File: src/rtl/dffram_wb_ctrl.sv
// Wishbone classic slave in front of a single DFFRAM macro.
// Every RAM control is registered. The RAM's one-cycle read latency is hidden
// behind a fixed four-state access sequence, so a request is accepted, performed,
// acknowledged and retired in four cycles. An optional zero-fill runs after reset.
module dffram_wb_ctrl #(
    parameter int COLS           = 1,
    parameter bit CLEAR_ON_RESET = 1'b1,
    localparam int A_WIDTH       = 8 + $clog2(COLS)
) (
    input  logic               CLK,
    input  logic               RST,
    input  logic               wb_cyc_i,
    input  logic               wb_stb_i,
    input  logic               wb_we_i,
    input  logic [3:0]         wb_sel_i,
    input  logic [31:0]        wb_adr_i,
    input  logic [31:0]        wb_dat_i,
    output logic [31:0]        wb_dat_o,
    output logic               wb_ack_o,
    output logic               ram_en,
    output logic [3:0]         ram_we,
    output logic [A_WIDTH-1:0] ram_a,
    output logic [31:0]        ram_di,
    input  logic [31:0]        ram_do,
    output logic               init_done
);

    // One extra counter bit lets the fill counter reach N, which marks
    // "every word has been driven" without a separate flag.
    localparam logic [A_WIDTH:0] N_WORDS = (A_WIDTH + 1)'(256 * COLS);

    typedef enum logic [2:0] {
        S_CLEAR,
        S_IDLE,
        S_ACCESS,
        S_RESP,
        S_ACK
    } state_t;

    state_t             state_reg;
    logic [A_WIDTH:0]   fill_cnt_reg;
    logic               we_reg;

    // Byte-offset bits and address bits above the array are intentionally
    // ignored, so the array aliases across the decoded window.
    logic unused_adr_bits;
    assign unused_adr_bits = ^{wb_adr_i[31:A_WIDTH+2], wb_adr_i[1:0]};

    // Controller FSM: zero-fill, then accept / perform / respond / retire.
    always_ff @(posedge CLK) begin
        if (RST) begin
            state_reg    <= CLEAR_ON_RESET ? S_CLEAR : S_IDLE;
            init_done    <= ~CLEAR_ON_RESET;
            fill_cnt_reg <= '0;
            we_reg       <= 1'b0;
            wb_ack_o     <= 1'b0;
            wb_dat_o     <= '0;
            ram_en       <= 1'b0;
            ram_we       <= 4'h0;
            ram_a        <= '0;
            ram_di       <= '0;
        end else begin
            case (state_reg)
                S_CLEAR: begin
                    if (fill_cnt_reg == N_WORDS) begin
                        ram_en    <= 1'b0;
                        ram_we    <= 4'h0;
                        init_done <= 1'b1;
                        state_reg <= S_IDLE;
                    end else begin
                        ram_en       <= 1'b1;
                        ram_we       <= 4'hF;
                        ram_di       <= '0;
                        ram_a        <= fill_cnt_reg[A_WIDTH-1:0];
                        fill_cnt_reg <= fill_cnt_reg + 1'b1;
                    end
                end
                S_IDLE: begin
                    if (wb_cyc_i && wb_stb_i) begin
                        ram_en    <= 1'b1;
                        ram_a     <= wb_adr_i[A_WIDTH+1:2];
                        ram_di    <= wb_dat_i;
                        ram_we    <= wb_we_i ? wb_sel_i : 4'h0;
                        we_reg    <= wb_we_i;
                        state_reg <= S_ACCESS;
                    end
                end
                S_ACCESS: begin
                    // The RAM samples EN/WE on this edge; drop them so it fires once.
                    ram_en    <= 1'b0;
                    ram_we    <= 4'h0;
                    state_reg <= S_RESP;
                end
                S_RESP: begin
                    // A master that dropped cyc gets no ack; an issued write still lands.
                    if (wb_cyc_i) begin
                        wb_ack_o  <= 1'b1;
                        wb_dat_o  <= we_reg ? 32'h0 : ram_do;
                        state_reg <= S_ACK;
                    end else begin
                        wb_ack_o  <= 1'b0;
                        wb_dat_o  <= '0;
                        state_reg <= S_IDLE;
                    end
                end
                S_ACK: begin
                    // The strobe still visible here belongs to the retired request.
                    wb_ack_o  <= 1'b0;
                    wb_dat_o  <= '0;
                    state_reg <= S_IDLE;
                end
                default: begin
                    state_reg <= S_IDLE;
                end
            endcase
        end
    end

endmodule
File: config.mk
export PLATFORM = sky130hd
export DESIGN_NAME = dffram_wb_ctrl
export DESIGN_NICKNAME = d
export VERILOG_FILES = /design/src/rtl/dffram_wb_ctrl.sv
export SDC_FILE = /design/constraint.sdc
export NUM_CORES = 1
export LEC_CHECK = 0
export ABC_AREA = 1
export BUFFER_PORTS_ARGS = -buffer_cell sky130_fd_sc_hd__buf_4
export CAP_MARGIN = 20
export CORE_AREA = 2 2 85 120
export CTS_CLUSTER_SIZE = 28
export DETAILED_ROUTE_END_ITERATION = 16
export DIE_AREA = 0 0 87 122
export PLACE_DENSITY = 0.78
export SYNTH_ARGS = -nofsm -noshare
export SYNTH_HDL_FRONTEND = slang
export SYNTH_SLANG_ARGS = --single-unit
File: constraint.sdc
create_clock -name CLK -period 3.1 [get_ports CLK]
set_clock_uncertainty 0.05 [all_clocks]
set_input_delay 0.465 -clock CLK [delete_from_list [all_inputs] [get_ports CLK]]
set_output_delay 0.465 -clock CLK [all_outputs]
set_load 0.03 [all_outputs]
==> results of run 1 <==
-- final timing paths --
| kind | from | endpoint | slack (ps) | cells after the start |
|---|---|---|---|---|
| worst max-delay path | fill_cnt_reg[0] | ram_di[6] | 1150 | 8 |
| worst min-delay path | ram_do[0] | wb_dat_o[0] | 330 | 3 |
| worst max register to register | fill_cnt_reg[0] | ram_di[6] | 1150 | 8 |
| worst min register to register | wb_dat_o[20] | wb_dat_o[20] | 410 | 2 |
-- layout make-up --
type | count | area [µm²] | share of cell area
clock inverters | 5 | 85.1 | 0.0158
well taps | 112 | 140 | 0.0259
multi-input cells | 368 | 1780 | 0.329
inverters | 27 | 101 | 0.0188
clock buffers | 11 | 233 | 0.0431
repair buffers | 163 | 1220 | 0.227
flip-flops and latches | 92 | 1840 | 0.341
-- worst max-delay path: cells and delay by family, from the launching register on --
kind	cells	cell delay, ps
flops	1	350
compound gates	1	180
buf+inv	1	140
fa+ha+maj	1	200
simple gates	5	930
-- power by group through the flow --
stage / logic, mW / registers, mW / clock network [mW]
final: 0.176 / 1.21 / 1.16
after detailed placement: 0.176 / 1.23 / 0
after CTS: 0.177 / 1.21 / 1.19
after global routing: 0.192 / 1.21 / 1.22
after floorplan: 0.0565 / 1.25 / 0
after global placement: 0.175 / 1.23 / 0
-- logic make-up (layout without fill, tap and decap cells) --
group,Yosys count,after routing,share of synthesized area
AOI/OAI and AO/OA,102,102,0.141
adders and majority gates,2,2,0.00639
and+or+nand+nor,263,263,0.304
xor gates and xnor gates,1,1,0.00224
DFF,92,92,0.470
buffers and inverters,58,206,0.0766
-- cells in the mapped netlist, types with 4 or more instances --
cell	n	area [µm²]
nand3_1	42	210
buf_2	11	55.1
a21oi_1	71	355
dfxtp_1	92	1840
o21ai_0	13	65.1
nor2_1	37	139
nand3_2	11	110
inv_1	15	56.3
nand2_1	158	593
o21ai_1	7	35.0
clkbuf_1	8	30.0
inv_2	12	45.0
a21oi_2	10	87.6
nor2_4	4	45.0
buf_4	7	52.6
-- per-stage QoR --
step / utilization / setup slack [ps] / total power [mW] / hold slack [ps]
6_report: 0.561 / 1150 / 2.54 / 329
5_1_grt: 0.561 / 945 / 2.62 / 331
4_1_cts: 0.561 / 1150 / 2.57 / 320
3_5_place_dp: 0.528 / 1160 / 1.41 / 410
3_3_place_gp: 0.528 / 1230 / 1.41 / 402
2_1_floorplan: - / 1610 / 1.30 / 426
-- cell usage in the layout (no fill, tap or decap), drive strengths merged --
cell    instances
nor2           43
and2            1
clkbuf         11
dfxtp          92
inv            28
buf           163
nand3b          1
nand2         162
nand3          53
nand4           2
bufinv          2
o21a            1
o21ai          20
clkinv          2
nor3            1
xor2            1
a21oi          81
ha              2
-- metal layers --
layer  GRT usage  vias to the layer above
li1            -                     1962
met1       0.218                     1754
met2       0.318                      152
met3      0.0278                       25
met4       0.104                        0
met5           0                        -
==> results.cfg, run 1 <==
[drt]
drc = 0
wl_per_cell_um = 13.2
met2_length_um = 5210
wirelength_um = 10300
drt-met1-wl_um = 4200
ant_nets = 0
drt-pass1-iter-count = 4
dr_total_vias = 3893
avgViaCountPerCell = 5.00
drt-initial-drc-count = 203
dr_wl_met3_um = 578
highest_layer = met4

[global_route]
grt_start_max_net_pins = 60
first_global_vias = 3616
grt-ovfl-total = 0
antenna_found_initial = 0
grt_pass1_wl_um = 15900
grtUsageTotal = 0.186

[synth]
ys_warn_count = 0
ys_ff_latch = 92
synth-seq-area-share = 0.470
synth.avg_cell_area_um2 = 7.56
postSynthCellCount = 518
synth_edf_count = 0
synth_fp_nets = 625
synth_area_mm2 = 0.00392
synth_ff_type = dfxtp_1
synth_cell_types = 30
synthArstFlopShare = 0

[cells_and_area]
drive_above_1_share = 0.332
nets = 768
antenna_cells = 0
flow.area_growth_from_synthesis_pct = 37.8
stdcell_area_mm2 = 0.00540
fillers = 896
finalNonFillerCells = 778

[cts]
cts.repair.resized = 0
cts_made_buffers = 9
htree_levels = 3
cts.sinks = 92
cts_root_buffer = clkbuf_16
clk-insertion-delay-late_ps = 330
cts_setup_buffers = 0
cts_hold_buf = 0
clkTransAtPathRegs_ps = 70
cts_tree = built
cts_buffer_depth = 2

[setup_path]
slowest_delay_ps = 500
worst_ep_arrival_time_ps = 2170
crit_type = reg -> reg
cp_slowest_cell = nand2_4
cp_max_fo = 59
required_ps = 3320
critPathLaunchType = flip-flop
path_cells = inv_1 > ha_1 > nand2_2 > nor2_4 > nand2_4 > nand2_4 > nand3_1 > a21oi_1
end_kind = flip-flop
cpMostUsedCell = nand2_4

[power]
cellPowerDensity_mw_per_mm2 = 471
power_switching_mw = 0.543
peakVddDrop_mv = 0.279
p_leak_nw = 2.27
clkPwrFrac = 0.457
p_seq_frac = 0.474
comb_power_share = 0.069
switching_share = 0.214
p_int_mw = 2.00

[floorplan]
die_y_um = 122
fp.dieW_um = 87
row_count = 43
core_mm2 = 0.00963
initial_utilization = 0.407
io_pins = 184
die-area_mm2 = 0.0106

[place]
gp_congestion = 0.830
placed_cells_incl_taps = 762
placed_area_mm2 = 0.00508
hpwlAfterDp_um = 7350
port_buffers = 159

[sta]
worst_slew_pin_slew_ps = 677
tns_ps = 0
fin_crit_sh = 0.630
setup_viol_count_final = 0
fmax_mhz = 512
fin_crit_ps = 1950
max-slew-margin-rel = 0.549
hold_violations = 0
maxSlewViolCount = 0
rsz0062_at_grt = false

[job]
drv_cap = 0

[run_status]
outcome = complete, no violations

[min_path]
hp-class = in -> reg
Note: power is estimated with default switching activity, not from simulation.
==> run 2, diff against run 1 <==
==> config.mk (replaced) <==
export PLATFORM = sky130hd
export DESIGN_NAME = dffram_wb_ctrl
export DESIGN_NICKNAME = d
export VERILOG_FILES = /design/src/rtl/dffram_wb_ctrl.sv
export SDC_FILE = /design/constraint.sdc
export NUM_CORES = 1
export LEC_CHECK = 0
export ABC_AREA = 0
export BUFFER_PORTS_ARGS = -buffer_cell sky130_fd_sc_hd__buf_4
export CAP_MARGIN = 20
export CORE_AREA = 2 2 80 112
export CTS_CLUSTER_SIZE = 28
export DETAILED_ROUTE_END_ITERATION = 16
export DIE_AREA = 0 0 82 114
export PLACE_DENSITY = 0.8
export SYNTH_ARGS = -nofsm -noshare
export SYNTH_HDL_FRONTEND = slang
export SYNTH_SLANG_ARGS = --single-unit
==> constraint.sdc (replaced) <==
create_clock -name CLK -period 1.9 [get_ports CLK]
set_clock_uncertainty 0.05 [all_clocks]
set_input_delay 0.285 -clock CLK [delete_from_list [all_inputs] [get_ports CLK]]
set_output_delay 0.285 -clock CLK [all_outputs]
set_load 0.03 [all_outputs]
==> results.cfg, run 2 <==
[cts]
cts_root_buffer = clkbuf_16
htree_levels = 3
cts_made_buffers = 9
clk-insertion-delay-late_ps = 340
cts.sinks = 92
cts_buffer_depth = 2
cts_tree = built
cts_hold_buf = 0
clkTransAtPathRegs_ps = 60

[global_route]
antenna_found_initial = 0
grt_pass1_wl_um = 13600
first_global_vias = 2956
grt-ovfl-total = 0
grt_start_max_net_pins = 33
grtUsageTotal = 0.189

[drt]
wirelength_um = 9150
wl_per_cell_um = 14.9
drt-initial-drc-count = 168
dr_total_vias = 3204
drc = 0
ant_nets = 0
avgViaCountPerCell = 5.23
drt-pass1-iter-count = 5

[place]
gp_congestion = 0.865
placed_area_mm2 = 0.00479
port_buffers = 159
hpwlAfterDp_um = 6560

[power]
peakVddDrop_mv = 0.611
cellPowerDensity_mw_per_mm2 = 918
power_switching_mw = 1.17
comb_power_share = 0.169
p_seq_frac = 0.434
switching_share = 0.248
p_int_mw = 3.53
clkPwrFrac = 0.397
p_leak_nw = 2.25

[floorplan]
initial_utilization = 0.404
die_y_um = 114
core_mm2 = 0.00841
fp.dieW_um = 82
die-area_mm2 = 0.00935
row_count = 40
io_pins = 184

[synth]
synth_edf_count = 0
synth_cell_types = 41
synth.most_common_cell = dfxtp_1
ys_warn_count = 0
ys_top_cells_by_count = dfxtp_1, nor2_1, a22oi_1, a22o_1, a211oi_1
synth_area_mm2 = 0.00340
postSynthCellCount = 334
synth-seq-area-share = 0.542
yosys.area.top_type_share = 0.542
synthArstFlopShare = 0
yosys.area.top_type = dfxtp_1
synth_ff_type = dfxtp_1
yosys-top-cells-area = dfxtp_1, a22o_1, a22oi_1
ys_ff_latch = 92
synth_fp_nets = 441
synth.avg_cell_area_um2 = 10.2

[cells_and_area]
drive_above_1_share = 0.415
layout_common_cells = buf_4, dfxtp_1, nor2_1, a22oi_1, a22o_1
final-seq-area_mm2 = 0.00184
flow.area_growth_from_synthesis_pct = 50.8
fillers = 702
mostFrequentLayoutCell = buf_4
multi_input_area_mm2 = 0.00141
nets = 611
antenna_cells = 0
stdcell_area_mm2 = 0.00512

[sta]
fin_crit_ps = 1800
hold_violations = 0
tns_ps = 0
fin_crit_sh = 0.949
max-slew-margin-rel = 0.756
worst_slew_pin_slew_ps = 357
fmax_mhz = 555
setup_viol_count_final = 0
rsz0062_at_grt = false
maxSlewViolCount = 0

[min_path]
holdPathEnd = ram_di[11]
worstHoldStart = wb_dat_i[11]
holdPathStages = 2
hp-class = in -> reg

[setup_path]
crit_type = reg -> reg
r2r_slack_ps = 100
path_buf_inv = 1
r2r_start = fill_cnt_reg[1]
critPathLaunchType = flip-flop
r2r_end = ram_a[3]
cp_max_fo = 10
reg2reg_depth = 6
slowest_delay_ps = 500
end_kind = flip-flop
path_cells = inv_1 > ha_1 > or4b_4 > o21ai_4 > a221oi_1 > a211oi_1
worst_ep_arrival_time_ps = 2000
crit_family = compound AO/OA/AOI/OAI gates
cp_slowest_cell = or4b_4
required_ps = 2100

[run_status]
outcome = complete, no violations

[job]
drv_cap = 0
run 2: changes by cell type after synthesis, sizes merged, moves of 32 or more:
cell   before  now
nand3      53    6
a21oi      81    7
nand2     162    6
a22oi       0   34
a22o        0   32
run 2: repair_timing:
action | 4_1_cts | 5_1_grt
endpoints found under the setup margin | 0 | 12
setup buffers | 0 | 2
resized for setup | 0 | 2
run 2: cell type report:
class / instances / area share
Timing Repair Buffer: 183 / 0.271
Clock buffer: 10 / 0.0447
Multi-Input combinational cell: 207 / 0.275
Inverter: 11 / 0.00806
Tap cell: 105 / 0.0256
Clock inverter: 5 / 0.0166
Sequential cell: 92 / 0.359
run 2: power by group through the flow:
stage | Combinational, mW | Sequential (mW) | Clock [mW]
2_1_floorplan | 0.313 | 2.19 | 0
3_3_place_gp | 0.758 | 2.08 | 0
3_5_place_dp | 0.775 | 2.09 | 0
4_1_cts | 0.780 | 2.04 | 1.91
5_1_grt | 0.855 | 2.05 | 1.99
6_report | 0.795 | 2.04 | 1.86
run 2: how the worst max path moves through the flow:
stage | start | end | slack [ps] | cells after the start
CTS | fill_cnt_reg[0] | ram_a[3] | 50 | 6
global placement | fill_cnt_reg[0] | ram_a[4] | 140 | 6
global route | fill_cnt_reg[0] | ram_a[3] | 3 | 6
floorplan | fill_cnt_reg[0] | ram_a[0] | 220 | 6
finish | fill_cnt_reg[1] | ram_a[3] | 100 | 6
detailed placement | fill_cnt_reg[1] | ram_a[7] | 90 | 6
run 2: cells by family after synthesis:
kind of cell | count (synthesis) | synth area share
adders and majority gates | 2 | 0.00736
and+or+nand+nor | 95 | 0.142
AOI/OAI and AO/OA | 101 | 0.235
buffers and inverters | 35 | 0.0493
muxes | 2 | 0.00626
DFF | 92 | 0.542
xor gates and xnor gates | 7 | 0.0180
run 2: metrics by stage:
step | utilization | hold WS [ps] | power (mW) | instances | worst slack, ps
2_1_floorplan | - | 368 | 2.51 | 334 | 216
3_3_place_gp | 0.569 | 395 | 2.84 | 596 | 136
3_5_place_dp | 0.569 | 398 | 2.86 | 596 | 88.0
4_1_cts | 0.607 | 102 | 4.74 | 611 | 54.3
5_1_grt | 0.610 | 108 | 4.89 | 613 | 2.53
6_report | 0.610 | 114 | 4.70 | 613 | 97.5
run 2: metal layers:
metal	vias up	global-route usage	routed length, µm
li1	1558	-	-
met1	1483	0.213	3490
met2	143	0.317	4660
met3	20	0.0443	735
met4	0	0.112	260
met5	-	0	0
==> run 3, diff against run 2 <==
--- a/config.mk
+++ b/config.mk
@@ -12,7 +12,7 @@
 export CTS_CLUSTER_SIZE = 28
 export DETAILED_ROUTE_END_ITERATION = 16
 export DIE_AREA = 0 0 82 114
-export PLACE_DENSITY = 0.8
+export PLACE_DENSITY = 0.72
 export SYNTH_ARGS = -nofsm -noshare
 export SYNTH_HDL_FRONTEND = slang
 export SYNTH_SLANG_ARGS = --single-unit
==> results.cfg, run 3 (synthesis gave the netlist of run 2 again) <==
[drt]
ant_nets = 0
drt-initial-drc-count = 168
avgViaCountPerCell = 5.24
wl_per_cell_um = 15.2
dr_total_vias = 3219
wirelength_um = 9350
drt-pass1-iter-count = 5
drc = 0

[power]
p_seq_frac = 0.445
power_switching_mw = 1.18
peakVddDrop_mv = 0.564
finalPower_mw = 4.60
cellPowerDensity_mw_per_mm2 = 894
p_int_mw = 3.41
switching_share = 0.258
clkPwrFrac = 0.378
comb_power_share = 0.177
p_leak_nw = 2.25

[global_route]
grt_start_max_net_pins = 61
grt_pass1_wl_um = 14600
grtUsageTotal = 0.200
first_global_vias = 3223
grt_use_met3 = 0.0641
grtUsageMet1 = 0.219
use_met2 = 0.346
antenna_found_initial = 0
grt-ovfl-total = 0
busiest_layer = met2

[place]
placed_cells_incl_taps = 595
placed_area_mm2 = 0.00480
dp_slack_ps = -17.7
hpwlAfterDp_um = 6730
gp_congestion = 0.772
port_buffers = 159

[min_path]
holdPathStages = 2
hp-class = in -> reg

[sta]
fin_crit_ps = 1840
hold_violations = 0
whs_ps = 116
timing.final.ws_setup_ps = 61.4
rsz0062_at_grt = true
fin_crit_sh = 0.968
tns_ps = 0
fmax_mhz = 544
maxSlewViolCount = 0
max-slew-margin-rel = 0.587
worst_slew_pin_slew_ps = 620
setup_viol_count_final = 0

[cts]
clk-insertion-delay-late_ps = 330
cts_tree = built
cts_made_buffers = 9
clkTransAtPathRegs_ps = 70
cts_root_buffer = clkbuf_16
cts_buffer_depth = 2
cts_hold_buf = 0
cts.sinks = 92
htree_levels = 3

[floorplan]
io_pins = 184
row_count = 40
die-area_mm2 = 0.00935
fp.dieW_um = 82
core_mm2 = 0.00841
initial_utilization = 0.404
die_y_um = 114

[setup_path]
critPathLaunchType = flip-flop
required_ps = 2090
worst_ep_arrival_time_ps = 2030
cp_max_fo = 4
reg2reg_depth = 7
crit_type = reg -> reg
end_kind = flip-flop

[run_status]
outcome = complete, no violations

[cells_and_area]
mostFrequentLayoutCell = buf_4
fin_util = 0.611
nets = 611
antenna_cells = 0
finalNonFillerCells = 614
drive_above_1_share = 0.426
flow.area_growth_from_synthesis_pct = 51.2
layout_common_cells = buf_4, dfxtp_1, nor2_1, a22oi_1, a22o_1
stdcell_area_mm2 = 0.00514

[job]
drv_cap = 0
## run 3: cell types whose count changed in the layout (fill, tap and decap cells not counted), sizes merged
| cell | before | now |
|---|---|---|
| clkinv | 1 | 2 |
| bufinv | 2 | 1 |
| clkinvlp | 1 | 2 |
## run 3: timing repair
item	4_1_cts	5_1_grt
endpoints found under the setup margin	1	28
setup buffers	2	1
pin swaps	1	6
gates resized for setup	1	7
## run 3: worst paths after layout
| path | endpoint | slack (ps) | start |
|---|---|---|---|
| setup / recovery | ram_a[7] | 60 | fill_cnt_reg[1] |
| hold / removal | ram_di[13] | 120 | wb_dat_i[13] |
| setup reg to reg | ram_a[7] | 60 | fill_cnt_reg[1] |
| hold reg to reg | ram_a[2] | 410 | ram_a[2] |
## run 3: power groups by stage
stage | registers (mW) | clock network [mW] | logic, mW
after floorplan | 2.19 | 0 | 0.313
after global placement | 2.08 | 0 | 0.762
after detailed placement | 2.09 | 0 | 0.775
after CTS | 2.05 | 1.79 | 0.796
after global routing | 2.06 | 1.88 | 0.879
final | 2.05 | 1.74 | 0.812
## run 3: final cells by class
class                           instances  area, µm²
Clock buffer                           10        229
Clock inverter                          6       63.8
Fill cell                             732       3270
Inverter                               11       41.3
Multi-Input combinational cell        207       1420
Sequential cell                        92       1840
Tap cell                              105        131
Timing Repair Buffer                  183       1410
## run 3: layer usage
metal  wire (µm)  share of wire
met2        4740           0.51
met3         762          0.081
met4         241          0.026
met5           0              0
met1        3600           0.39
## run 3: worst max-delay path, stage by stage (launching register included)
cell,delay (ps)
dfxtp_1,320
inv_2,60
ha_2,170
or4b_4,500
o21ai_4,210
buf_4,160
a221oi_1,80
a211oi_1,200
